### src/rtl/fir_serial_mac_pkg.sv
// rtl/fir_serial_mac_pkg.sv - shared FSM encodings and accumulator sizing for the serial FIR MAC
package fir_serial_mac_pkg;

  // FSM state encodings kept as plain vectors for legacy tooling compatibility
  localparam logic [1:0] ST_IDLE  = 2'd0;
  localparam logic [1:0] ST_CALC  = 2'd1;
  localparam logic [1:0] ST_WRITE = 2'd2;

  // Signed accumulator width: full product plus growth for NUM_ELEM terms plus a sign guard
  function automatic int acc_bits(input int bits_per_elem, input int num_elem);
    return 2 * bits_per_elem + $clog2(num_elem) + 1;
  endfunction

endpackage

### src/rtl/fir_serial_mac_if.sv
// rtl/fir_serial_mac_if.sv - request, coefficient-write and result bundle of the serial FIR MAC
interface fir_serial_mac_if #(
  parameter int BITS_PER_ELEM  = 8,
  parameter int NUM_ELEM       = 7,
  parameter int NUM_FILTERS    = 4,
  parameter int SUM_TRUNCATION = 8
);

  logic                                    i_start_calc;
  logic [NUM_ELEM*BITS_PER_ELEM-1:0]       i_taps;
  logic                                    o_busy;
  logic                                    i_coef_we;
  logic [$clog2(NUM_FILTERS)-1:0]          i_coef_filt;
  logic [$clog2(NUM_ELEM)-1:0]             i_coef_idx;
  logic [BITS_PER_ELEM-1:0]                i_coef_data;
  logic [NUM_FILTERS*SUM_TRUNCATION-1:0]   o_wavelet;
  logic [NUM_FILTERS-1:0]                  o_sat;
  logic                                    o_valid;

  // Requester side: issues runs and programs coefficients
  modport master (
    output i_start_calc, i_taps, i_coef_we, i_coef_filt, i_coef_idx, i_coef_data,
    input  o_busy, o_wavelet, o_sat, o_valid
  );

  // Engine side
  modport slave (
    input  i_start_calc, i_taps, i_coef_we, i_coef_filt, i_coef_idx, i_coef_data,
    output o_busy, o_wavelet, o_sat, o_valid
  );

endinterface

### src/rtl/fir_round_sat.sv
// rtl/fir_round_sat.sv - combinational round, arithmetic shift and saturate of one accumulator
module fir_round_sat #(
  parameter int ACC_BITS       = 20,
  parameter int SHIFT          = 11,
  parameter int ROUND          = 1,
  parameter int SUM_TRUNCATION = 8
) (
  input  logic signed [ACC_BITS-1:0]       acc,
  output logic signed [SUM_TRUNCATION-1:0] result,
  output logic                             sat
);

  // One extra bit so the rounding bias can never wrap the accumulator
  localparam int EW  = ACC_BITS + 1;
  localparam int RSH = (SHIFT > 0) ? SHIFT - 1 : 0;
  localparam logic [EW-1:0] ONE = 1;
  localparam logic signed [EW-1:0] BIAS = (ROUND != 0 && SHIFT > 0) ? (ONE << RSH) : {EW{1'b0}};
  localparam logic signed [EW-1:0] MAXV =
    {{(EW + 1 - SUM_TRUNCATION){1'b0}}, {(SUM_TRUNCATION - 1){1'b1}}};
  localparam logic signed [EW-1:0] MINV =
    {{(EW + 1 - SUM_TRUNCATION){1'b1}}, {(SUM_TRUNCATION - 1){1'b0}}};

  logic signed [EW-1:0] biased;
  logic signed [EW-1:0] shifted;

  // Bias, shift, then clamp to the signed output range and flag any clamp
  always_comb begin
    biased  = $signed({acc[ACC_BITS-1], acc}) + BIAS;
    shifted = biased >>> SHIFT;
    result  = shifted[SUM_TRUNCATION-1:0];
    sat     = 1'b0;
    if (shifted > MAXV) begin
      result = MAXV[SUM_TRUNCATION-1:0];
      sat    = 1'b1;
    end else if (shifted < MINV) begin
      result = MINV[SUM_TRUNCATION-1:0];
      sat    = 1'b1;
    end
  end

endmodule

### src/rtl/fir_serial_mac.sv
// rtl/fir_serial_mac.sv - multi-filter FIR engine sharing one signed multiplier, one MAC per cycle
module fir_serial_mac
  import fir_serial_mac_pkg::*;
#(
  parameter int BITS_PER_ELEM  = 8,
  parameter int NUM_ELEM       = 7,
  parameter int NUM_FILTERS    = 4,
  parameter int SUM_TRUNCATION = 8,
  parameter int SHIFT          = 11,
  parameter int ROUND          = 1
) (
  input  logic           clk,
  input  logic           rst_n,
  fir_serial_mac_if.slave bus
);

  localparam int B        = BITS_PER_ELEM;
  localparam int ST       = SUM_TRUNCATION;
  localparam int ACC_BITS = acc_bits(BITS_PER_ELEM, NUM_ELEM);
  localparam int FW       = $clog2(NUM_FILTERS);
  localparam int KW       = $clog2(NUM_ELEM);
  localparam int NCOEF    = NUM_FILTERS * NUM_ELEM;
  localparam logic [FW-1:0] F_LAST = FW'(NUM_FILTERS - 1);
  localparam logic [KW-1:0] K_LAST = KW'(NUM_ELEM - 1);

  logic [1:0]                 state;
  logic [FW-1:0]              f_cnt;
  logic [KW-1:0]              k_cnt;
  logic signed [ACC_BITS-1:0] acc;
  logic signed [B-1:0]        coef [NUM_FILTERS][NUM_ELEM];
  logic signed [B-1:0]        snap [NUM_ELEM];
  logic [NCOEF-1:0]           coef_wr;
  logic signed [B-1:0]        coef_sel;
  logic signed [B-1:0]        tap_sel;
  logic signed [2*B-1:0]      prod;
  logic [NUM_FILTERS*ST-1:0]  wavelet_q;
  logic [NUM_FILTERS-1:0]     sat_q;
  logic                       valid_q;
  logic signed [ST-1:0]       rs_result;
  logic                       rs_sat;

  assign bus.o_busy    = (state != ST_IDLE);
  assign bus.o_wavelet = wavelet_q;
  assign bus.o_sat     = sat_q;
  assign bus.o_valid   = valid_q;

  // One-hot write decode; writes are only honoured while idle, out-of-range indices match nothing
  always_comb begin
    coef_wr = '0;
    for (int f = 0; f < NUM_FILTERS; f++) begin
      for (int k = 0; k < NUM_ELEM; k++) begin
        coef_wr[f*NUM_ELEM+k] = bus.i_coef_we && (state == ST_IDLE) &&
                                (bus.i_coef_filt == FW'(f)) && (bus.i_coef_idx == KW'(k));
      end
    end
  end

  // Coefficient store
  always_ff @(posedge clk) begin
    for (int f = 0; f < NUM_FILTERS; f++) begin
      for (int k = 0; k < NUM_ELEM; k++) begin
        if (!rst_n) begin
          coef[f][k] <= '0;
        end else if (coef_wr[f*NUM_ELEM+k]) begin
          coef[f][k] <= bus.i_coef_data;
        end
      end
    end
  end

  // Shared multiplier operands and product
  always_comb begin
    coef_sel = coef[f_cnt][k_cnt];
    tap_sel  = snap[k_cnt];
    prod     = coef_sel * tap_sel;
  end

  fir_round_sat #(
    .ACC_BITS      (ACC_BITS),
    .SHIFT         (SHIFT),
    .ROUND         (ROUND),
    .SUM_TRUNCATION(ST)
  ) u_round_sat (
    .acc   (acc),
    .result(rs_result),
    .sat   (rs_sat)
  );

  // Sequencer: snapshot taps, accumulate one filter, write its slot, repeat for every filter
  always_ff @(posedge clk) begin
    if (!rst_n) begin
      state     <= ST_IDLE;
      f_cnt     <= '0;
      k_cnt     <= '0;
      acc       <= '0;
      wavelet_q <= '0;
      sat_q     <= '0;
      valid_q   <= 1'b0;
      for (int k = 0; k < NUM_ELEM; k++) snap[k] <= '0;
    end else begin
      valid_q <= 1'b0;
      case (state)
        ST_IDLE: begin
          if (bus.i_start_calc) begin
            for (int k = 0; k < NUM_ELEM; k++) snap[k] <= bus.i_taps[k*B +: B];
            f_cnt <= '0;
            k_cnt <= '0;
            acc   <= '0;
            state <= ST_CALC;
          end
        end
        ST_CALC: begin
          acc <= acc + {{(ACC_BITS - 2*B){prod[2*B-1]}}, prod};
          if (k_cnt == K_LAST) begin
            state <= ST_WRITE;
          end else begin
            k_cnt <= k_cnt + 1'b1;
          end
        end
        ST_WRITE: begin
          wavelet_q[f_cnt*ST +: ST] <= rs_result;
          sat_q[f_cnt]              <= rs_sat;
          acc                       <= '0;
          k_cnt                     <= '0;
          if (f_cnt == F_LAST) begin
            valid_q <= 1'b1;
            state   <= ST_IDLE;
          end else begin
            f_cnt <= f_cnt + 1'b1;
            state <= ST_CALC;
          end
        end
        default: state <= ST_IDLE;
      endcase
    end
  end

endmodule

### src/flat_wrapper.sv
// flat-port wrapper written by rule: the top's interface ports become plain ports
module fir_serial_mac_flat import fir_serial_mac_pkg::*;
#(
  parameter int BITS_PER_ELEM  = 8,
  parameter int NUM_ELEM       = 7,
  parameter int NUM_FILTERS    = 4,
  parameter int SUM_TRUNCATION = 8,
  parameter int SHIFT          = 11,
  parameter int ROUND          = 1
)
  (clk, rst_n, bus_i_start_calc, bus_i_taps, bus_i_coef_we, bus_i_coef_filt, bus_i_coef_idx, bus_i_coef_data, bus_o_busy, bus_o_wavelet, bus_o_sat, bus_o_valid);
  fir_serial_mac_if #(.BITS_PER_ELEM(BITS_PER_ELEM), .NUM_ELEM(NUM_ELEM), .NUM_FILTERS(NUM_FILTERS), .SUM_TRUNCATION(SUM_TRUNCATION)) bus_i ();
  input  logic clk;
  input  logic rst_n;
  input wire logic [$bits(bus_i.i_start_calc)-1:0] bus_i_start_calc;
  input wire logic [$bits(bus_i.i_taps)-1:0] bus_i_taps;
  input wire logic [$bits(bus_i.i_coef_we)-1:0] bus_i_coef_we;
  input wire logic [$bits(bus_i.i_coef_filt)-1:0] bus_i_coef_filt;
  input wire logic [$bits(bus_i.i_coef_idx)-1:0] bus_i_coef_idx;
  input wire logic [$bits(bus_i.i_coef_data)-1:0] bus_i_coef_data;
  output wire logic [$bits(bus_i.o_busy)-1:0] bus_o_busy;
  output wire logic [$bits(bus_i.o_wavelet)-1:0] bus_o_wavelet;
  output wire logic [$bits(bus_i.o_sat)-1:0] bus_o_sat;
  output wire logic [$bits(bus_i.o_valid)-1:0] bus_o_valid;
  assign bus_i.i_start_calc = bus_i_start_calc;
  assign bus_i.i_taps = bus_i_taps;
  assign bus_i.i_coef_we = bus_i_coef_we;
  assign bus_i.i_coef_filt = bus_i_coef_filt;
  assign bus_i.i_coef_idx = bus_i_coef_idx;
  assign bus_i.i_coef_data = bus_i_coef_data;
  assign bus_o_busy = bus_i.o_busy;
  assign bus_o_wavelet = bus_i.o_wavelet;
  assign bus_o_sat = bus_i.o_sat;
  assign bus_o_valid = bus_i.o_valid;
  fir_serial_mac #(.BITS_PER_ELEM(BITS_PER_ELEM), .NUM_ELEM(NUM_ELEM), .NUM_FILTERS(NUM_FILTERS), .SUM_TRUNCATION(SUM_TRUNCATION), .SHIFT(SHIFT), .ROUND(ROUND)) u_core (.clk(clk), .rst_n(rst_n), .bus(bus_i));
endmodule
### config.mk
export PLATFORM = sky130hd
export DESIGN_NAME = fir_serial_mac_flat
export DESIGN_NICKNAME = d
export VERILOG_FILES = /design/src/rtl/fir_serial_mac_pkg.sv /design/src/rtl/fir_serial_mac_if.sv /design/src/rtl/fir_round_sat.sv /design/src/rtl/fir_serial_mac.sv /design/src/flat_wrapper.sv
export SDC_FILE = /design/constraint.sdc
export NUM_CORES = 1
export LEC_CHECK = 0
export BUFFER_PORTS_ARGS = -buffer_cell sky130_fd_sc_hd__buf_2
export CAP_MARGIN = 20
export CORE_MARGIN = 8
export CORE_UTILIZATION = 35
export CTS_BUF_LIST = sky130_fd_sc_hd__clkbuf_8
export DETAILED_ROUTE_END_ITERATION = 16
export HOLD_SLACK_MARGIN = 0.15
export PLACE_DENSITY_LB_ADDON = 0.3
export SYNTH_ARGS = -nofsm -noshare
export SYNTH_HDL_FRONTEND = slang
export SYNTH_HIERARCHICAL = 1
export SYNTH_SLANG_ARGS = --single-unit
### constraint.sdc
create_clock -name clk -period 8.3 [get_ports clk]
set_input_delay 0.83 -clock clk [delete_from_list [all_inputs] [get_ports clk]]
set_output_delay 0.83 -clock clk [all_outputs]
set_load 0.005 [all_outputs]
==> run summary, run 1 <==
Seq. cell area - 0.00979 mm2
Static power due to leakage - 8.64 nW
Fmax - 0.128 GHz
Die H - 252 um
Post-layout nets - 1,917
Via-to-Cell Ratio - 4.93
Pre-CTS setup slack - 542 ps
Worst path slowest cell - sky130_fd_sc_hd__dfxtp_4
Max rail drop VDD - 0.000141 V
Combinational family with the most area after synthesis - simple AND/OR/NAND/NOR gates
CTS Hold Buffers Added - 0
Synth Cell Area - 0.0194 mm2
Cts bufs inserted - 66
Compound-cell area share of the yosys netlist - 0.0666
Detailed Place HPWL - 33,600 um
Biggest cell delay along the critical path - 630 ps
Category of the worst setup path capture point - flop
Total of max-cap violations - 0
Count of endpoints failing hold in the final timing report - 0
Placer's final routability congestion estimate - 0.835
Area of the placeable core - 0.0550 mm2
Status - complete, no violations
Reg2reg setup slack - 520 ps
Die Width - 252 um
Post-synth cell types - 73
Depth of the worst register-to-register path - 29
Final clock skew - 27.6 ps
Proportion of synthesized area in mux cells - 0.108
Synth Net Count - 1,763
Initial detailed-routing violation count - 907
Root cell of the clock tree - sky130_fd_sc_hd__clkbuf_8
Antenna-violating nets left - 0
Data arrival, critical path - 8300 ps
Number of warning messages in the yosys log - 6
Starting utilization of the core area - 0.353
Clk sink count - 349
Share of synthesized area occupied by flip-flops and latches - 0.504
Synthesized-area fraction occupied by xor and xnor cells - 0.0175
Leftover overflow at the end of global routing - 0
Type of the setup path with the least slack - reg2reg
Area share of fa/ha/maj cells after synthesis - 0.0964
Worst-case clock buffer depth - 3
Capturing instance or port of the critical path - u_core/acc[19]
Share of synthesized cell area in and, or, nand and nor gates - 0.169
# diodes - 0
# H-tree levels - 3
Number of cells produced by synthesis - 1,574
Top-level port count - 111
Placed cell area - 0.0209 mm2
Transition time of the tightest slew-check pin - 1050 ps
Pwr Total - 5.22 mW
Resized Gates After CTS - 0
Synth-to-layout area growth - 14.5%
Post-Route WL - 47,400 um
Critical Path RT - 8820 ps
HP Class - reg2reg
Clock transition at the register clock pins on the worst setup and hold paths after CTS - 60 ps
Post-route minimum period - 7780 ps
Die area - 0.0633 mm2
Per-cell routed wire length - 18.8 um
Total GRT Usage - 0.149
Count of flip-flops with a built-in enable after synthesis - 280
DR pass1 iterations - 5
Number of rows in the core area - 86
Final total negative setup slack - 0 ps
Area occupied by multi-input gates - 0.00887 mm2
Drc violations - 0
Share of synthesized flip-flops with an asynchronous set or reset - 0
Setup repair after global routing missed its margin - no
Total power per unit cell area - 235 mW/mm2
Predominant post-synthesis flop cell - sky130_fd_sc_hd__edfxtp_1
First-pass GRT wire length - 73,500 um
Post-route worst setup slack - 518 ps
Synthesized flop and latch total - 349
Source-to-sink clock delay at the later pin of the worst-skew pair - 640 ps
Total via count after detailed routing - 12,423
Biggest fanout along the worst timing path - 20
Vias in the first global route - 12,972
Total of buffers placed on input and output ports - 110
Total of endpoints with negative setup slack in the final report - 0
Fraction of the cycle the final worst path needs - 0.938
Fraction of final layout cells with drive strength greater than 1 - 0.194
Endpoint of the worst register-to-register path - u_core/acc[19]
# fillers - 5,224
CP Launch Type - flop
Synthesized area per cell - 12.3 um2
CTS tree - built
Antenna violations before repair - 1
Buffers inserted by post-CTS timing repair - 0
Area of all placed cells without fillers - 0.0222 mm2
Relative slew margins - 0.294
Pin count of the biggest net entering global routing - 67
Final count of pins violating max slew - 0
## cell families (layout without fill, tap and decap cells)
logic type,Yosys count,count (layout)
adders and majority gates,116,116
AOI/OAI and AO/OA,198,198
buffers and inverters,187,384
xor gates and xnor gates,38,38
muxes,107,107
and+or+nand+nor,579,579
DFF,349,349
## layout by cell type (no fill, tap or decap), types with 5 or more instances in the layout
cell type and instances:
sky130_fd_sc_hd__clkinv_1 11, sky130_fd_sc_hd__nor2_1 102, sky130_fd_sc_hd__mux2i_1 25, sky130_fd_sc_hd__edfxtp_1 280
sky130_fd_sc_hd__nand2b_1 9, sky130_fd_sc_hd__nand4_1 5, sky130_fd_sc_hd__xor2_1 13, sky130_fd_sc_hd__and2b_1 5
sky130_fd_sc_hd__mux2i_4 8, sky130_fd_sc_hd__ha_1 60, sky130_fd_sc_hd__inv_1 127, sky130_fd_sc_hd__buf_4 37
sky130_fd_sc_hd__and2_1 285, sky130_fd_sc_hd__a21oi_1 31, sky130_fd_sc_hd__nand2_1 55, sky130_fd_sc_hd__nor2b_1 55
sky130_fd_sc_hd__a21o_1 7, sky130_fd_sc_hd__o21bai_1 7, sky130_fd_sc_hd__dfxtp_1 67, sky130_fd_sc_hd__bufinv_16 5
sky130_fd_sc_hd__buf_2 120, sky130_fd_sc_hd__o21ai_1 8, sky130_fd_sc_hd__mux4_2 69, sky130_fd_sc_hd__or2_1 9
sky130_fd_sc_hd__a21boi_0 6, sky130_fd_sc_hd__a211oi_1 6, sky130_fd_sc_hd__clkbuf_8 70, sky130_fd_sc_hd__a22oi_1 47
sky130_fd_sc_hd__o22ai_1 9, sky130_fd_sc_hd__fa_1 56, sky130_fd_sc_hd__nor3_1 7, sky130_fd_sc_hd__o21ai_0 52
sky130_fd_sc_hd__nand3_1 15, sky130_fd_sc_hd__and3_1 8, sky130_fd_sc_hd__xnor2_1 24
## power by group
group / total, mW / internal (mW) / switching [mW] / leakage [nW]
clock network: 1.67 / 0.934 / 0.736 / 0.709
logic: 1.46 / 0.616 / 0.841 / 4.46
registers: 2.09 / 1.99 / 0.107 / 3.47
## cell type report
type	count	area share
sequential	349	0.441
multi-input combinational	1038	0.399
clock buffer	70	0.0433
tap	748	0.0421
timing repair buffer	162	0.0419
inverter	111	0.0187
clock inverter	41	0.0141
## sequential cells by signal, indices dropped and copies added (netlist names), named ones only
| name | count |
|---|---|
| u_core/state | 2 |
| u_core/f_cnt | 2 |
| u_core/bus.o_sat | 4 |
| u_core/acc | 20 |
| u_core/bus.o_valid | 1 |
| u_core/coef | 224 |
| u_core/bus.o_wavelet | 32 |
| u_core/snap | 56 |
| u_core/k_cnt | 3 |
## routing by layer
| layer | global-route usage | vias up | part of all wire |
|---|---|---|---|
| met1 | 0.186 | 6138 | 0.42 |
| met3 | 0.0316 | 73 | 0.054 |
| met5 | 0 | - | 0 |
| met4 | 0.0552 | 0 | 0.024 |
| met2 | 0.251 | 319 | 0.50 |
| li1 | - | 5893 | - |
## worst min-delay path by stage
stage | to | slack (ps) | cells after the start | startpoint
final | u_core/bus.o_sat[3] | 470 | 2 | u_core/bus.o_sat[3]
after detailed placement | u_core/bus.o_sat[3] | 460 | 2 | u_core/bus.o_sat[3]
after global routing | u_core/snap[1][5] | 430 | 2 | bus_i_taps[13]
after floorplan | u_core/acc[8] | 430 | 2 | u_core/acc[8]
after global placement | u_core/bus.o_sat[3] | 460 | 2 | u_core/bus.o_sat[3]
after CTS | u_core/snap[5][1] | 400 | 2 | bus_i_taps[41]
## critical path: cells and delay by family, from the launching register on
| family | cells | cell delay, ps |
|---|---|---|
| AOI/OAI and AO/OA | 11 | 2000 |
| and+or+nand+nor | 3 | 430 |
| buffers and inverters | 4 | 420 |
| xor gates and xnor gates | 2 | 320 |
| muxes | 3 | 1170 |
| adders and majority gates | 6 | 2650 |
| DFF | 1 | 630 |
## synthesized netlist by cell type (all sizes together), types with 4 or more instances
library cell / count / share of area
o21bai: 7 / 0.0027
dfxtp: 69 / 0.071
nand2: 56 / 0.011
fa: 56 / 0.058
a21oi: 31 / 0.0080
edfxtp: 280 / 0.43
and3: 8 / 0.0026
nand2b: 9 / 0.0029
ha: 60 / 0.039
nand3: 16 / 0.0044
xnor2: 25 / 0.012
xor2: 13 / 0.0059
nor3b: 4 / 0.0015
buf: 23 / 0.0074
nand4: 6 / 0.0023
nor3: 7 / 0.0018
a211oi: 7 / 0.0030
or3: 4 / 0.0013
or2: 10 / 0.0032
nor2b: 55 / 0.018
nor2: 102 / 0.020
a21boi: 6 / 0.0023
mux4: 72 / 0.084
and2b: 5 / 0.0019
a22oi: 48 / 0.019
and2: 285 / 0.092
o22ai: 9 / 0.0029
inv: 111 / 0.021
clkbuf: 53 / 0.010
o21ai: 60 / 0.015
mux2i: 33 / 0.022
a21o: 7 / 0.0027
## per-stage QoR
| stage | util | hold WS [ps] | std cells |
|---|---|---|---|
| 3_3_place_gp | 0.379 | 457 | 2394 |
| 5_1_grt | 0.404 | 427 | 2519 |
| 6_report | 0.404 | 469 | 2519 |
| 4_1_cts | 0.403 | 404 | 2510 |
| 2_1_floorplan | - | 432 | 1574 |
| 3_5_place_dp | 0.380 | 462 | 2399 |
Power figures use the tool's default switching activity.
==> inputs of run 2 (changes only) <==
Settings changed: CORE_UTILIZATION 35 to 60.
==> run 2 against run 1 <==
Compared with the run above:
- fmax grew 0.19%
- combinational power about the same
- count of clock-buffer cells in the layout shrank 11
- total power down 4.7%
- critical endpoint unchanged
==> run summary, run 2 (synthesis results as in run 1) <==
Status - complete, no violations
Total GRT Usage - 0.227
Worst-case clock buffer depth - 3
Total of max-cap violations - 0
Antenna violations before repair - 0
Max reg flops - 224
Drc violations - 0
Post-layout nets - 1,908
Pin count of the biggest net entering global routing - 83
First-pass GRT wire length - 69,300 um
Commonest cells after routing, fill and taps aside - 285 x sky130_fd_sc_hd__and2_1, 280 x sky130_fd_sc_hd__edfxtp_1, 129 x sky130_fd_sc_hd__inv_1
Top-level port count - 111
Number of rows in the core area - 66
Most common cell after layout, fill and taps aside - sky130_fd_sc_hd__and2_1
Source-to-sink clock delay at the later pin of the worst-skew pair - 600 ps
CP Launch Type - flop
Die Width - 196 um
Via-to-Cell Ratio - 5.77
# diodes - 0
Area of the placeable core - 0.0322 mm2
Cts bufs inserted - 57
Initial detailed-routing violation count - 858
Leftover overflow at the end of global routing - 0
Critical Path RT - 8780 ps
Synth-to-layout area growth - 11.3%
Fraction of final layout cells with drive strength greater than 1 - 0.192
Post-route minimum period - 7770 ps
Starting utilization of the core area - 0.603
Die H - 196 um
Fmax - 0.129 GHz
Type of the setup path with the least slack - reg2reg
Final clock skew - 17.5 ps
Relative slew margins - 0.312
HP Class - reg2reg
Vias in the first global route - 13,077
Total of buffers placed on input and output ports - 110
CTS Hold Buffers Added - 0
Placer's final routability congestion estimate - 0.893
Hold Slack - 463 ps
Final count of pins violating max slew - 0
Max rail drop VDD - 0.000144 V
Biggest cell delay along the critical path - 740 ps
DR pass1 iterations - 5
Fin util - 0.671
# H-tree levels - 2
Final total negative setup slack - 0 ps
Die area - 0.0384 mm2
Detailed Place HPWL - 31,300 um
Clock transition at the register clock pins on the worst setup and hold paths after CTS - 50 ps
Total via count after detailed routing - 12,525
Setup repair after global routing missed its margin - no
Category of the worst setup path capture point - flop
Seq. cell area - 0.00979 mm2
CTS tree - built
Total of endpoints with negative setup slack in the final report - 0
Per-cell routed wire length - 20.1 um
Root cell of the clock tree - sky130_fd_sc_hd__clkbuf_8
Fraction of the cycle the final worst path needs - 0.936
Worst path slowest cell - sky130_fd_sc_hd__dfxtp_2
# fillers - 2,318
Static power due to leakage - 8.57 nW
Count of endpoints failing hold in the final timing report - 0
Post-Route WL - 43,700 um
Area occupied by multi-input gates - 0.00887 mm2
Clk sink count - 349
Transition time of the tightest slew-check pin - 1030 ps
Antenna-violating nets left - 0
Data arrival, critical path - 8250 ps
Register bank with the most flops - u_core/coef
Biggest fanout along the worst timing path - 22
Total power per unit cell area - 230 mW/mm2
-- run 2: cell types whose count changed in the layout (fill, tap and decap cells not counted), sizes merged --
cell      delta
clkinvlp     -2
bufinv       -3
clkinv       +8
buf          -2
clkbuf       -9
-- run 2: routing by layer --
layer	track usage	vias to the layer above	routed length [um]
met5	0	-	0
met4	0.0907	0	1560
met3	0.0358	102	2380
met2	0.399	401	22800
met1	0.277	6177	17000
li1	-	5845	-
-- run 2: path summary, 6_finish.rpt --
path	slack [ps]	cells past startpoint	from	endpoint
worst max-delay path	530	28	flop	u_core/acc[19]
worst min-delay path	460	2	u_core/bus.o_sat[3]	u_core/bus.o_sat[3]
worst max register to register	530	28	flop	u_core/acc[19]
worst min register to register	460	2	u_core/bus.o_sat[3]	u_core/bus.o_sat[3]
-- run 2: power breakdown --
group	internal, mW	total, mW	switching, mW	leakage [nW]
sequential	1.99	2.10	0.110	3.47
clock	0.726	1.41	0.680	0.635
combinational	0.622	1.47	0.851	4.47
-- run 2: worst max-delay path: cells and delay by family, from the launching register on --
| family | cells | cell delay [ps] |
|---|---|---|
| fa+ha+maj | 6 | 2720 |
| compound gates | 10 | 1740 |
| mux | 3 | 1210 |
| flops | 1 | 740 |
| buf+inv | 4 | 490 |
| simple gates | 3 | 400 |
| xor+xnor | 2 | 330 |
-- run 2: what timing repair did --
item                                    4_1_cts  5_1_grt
setup buffers                                 0        1
resized for setup                             0        0
endpoints found under the setup margin        0        1
-- run 2: final cells by class --
class / count / share of cell area
Multi-Input combinational cell: 1038 / 0.410
Inverter: 111 / 0.0193
Timing Repair Buffer: 162 / 0.0440
Sequential cell: 349 / 0.453
Tap cell: 408 / 0.0236
Clock buffer: 59 / 0.0376
Clock inverter: 44 / 0.0118
-- run 2: stage by stage --
step                power, mW  cell area, um2  std cells  worst slack, ps
CTS                      5.00           21500       2159              412
floorplan                3.24           19400       1574             1290
global placement         3.51           20400       2051              630
detailed placement       3.58           20500       2056              414
global route             5.27           21600       2171             44.6
finish                   4.97           21600       2171              532
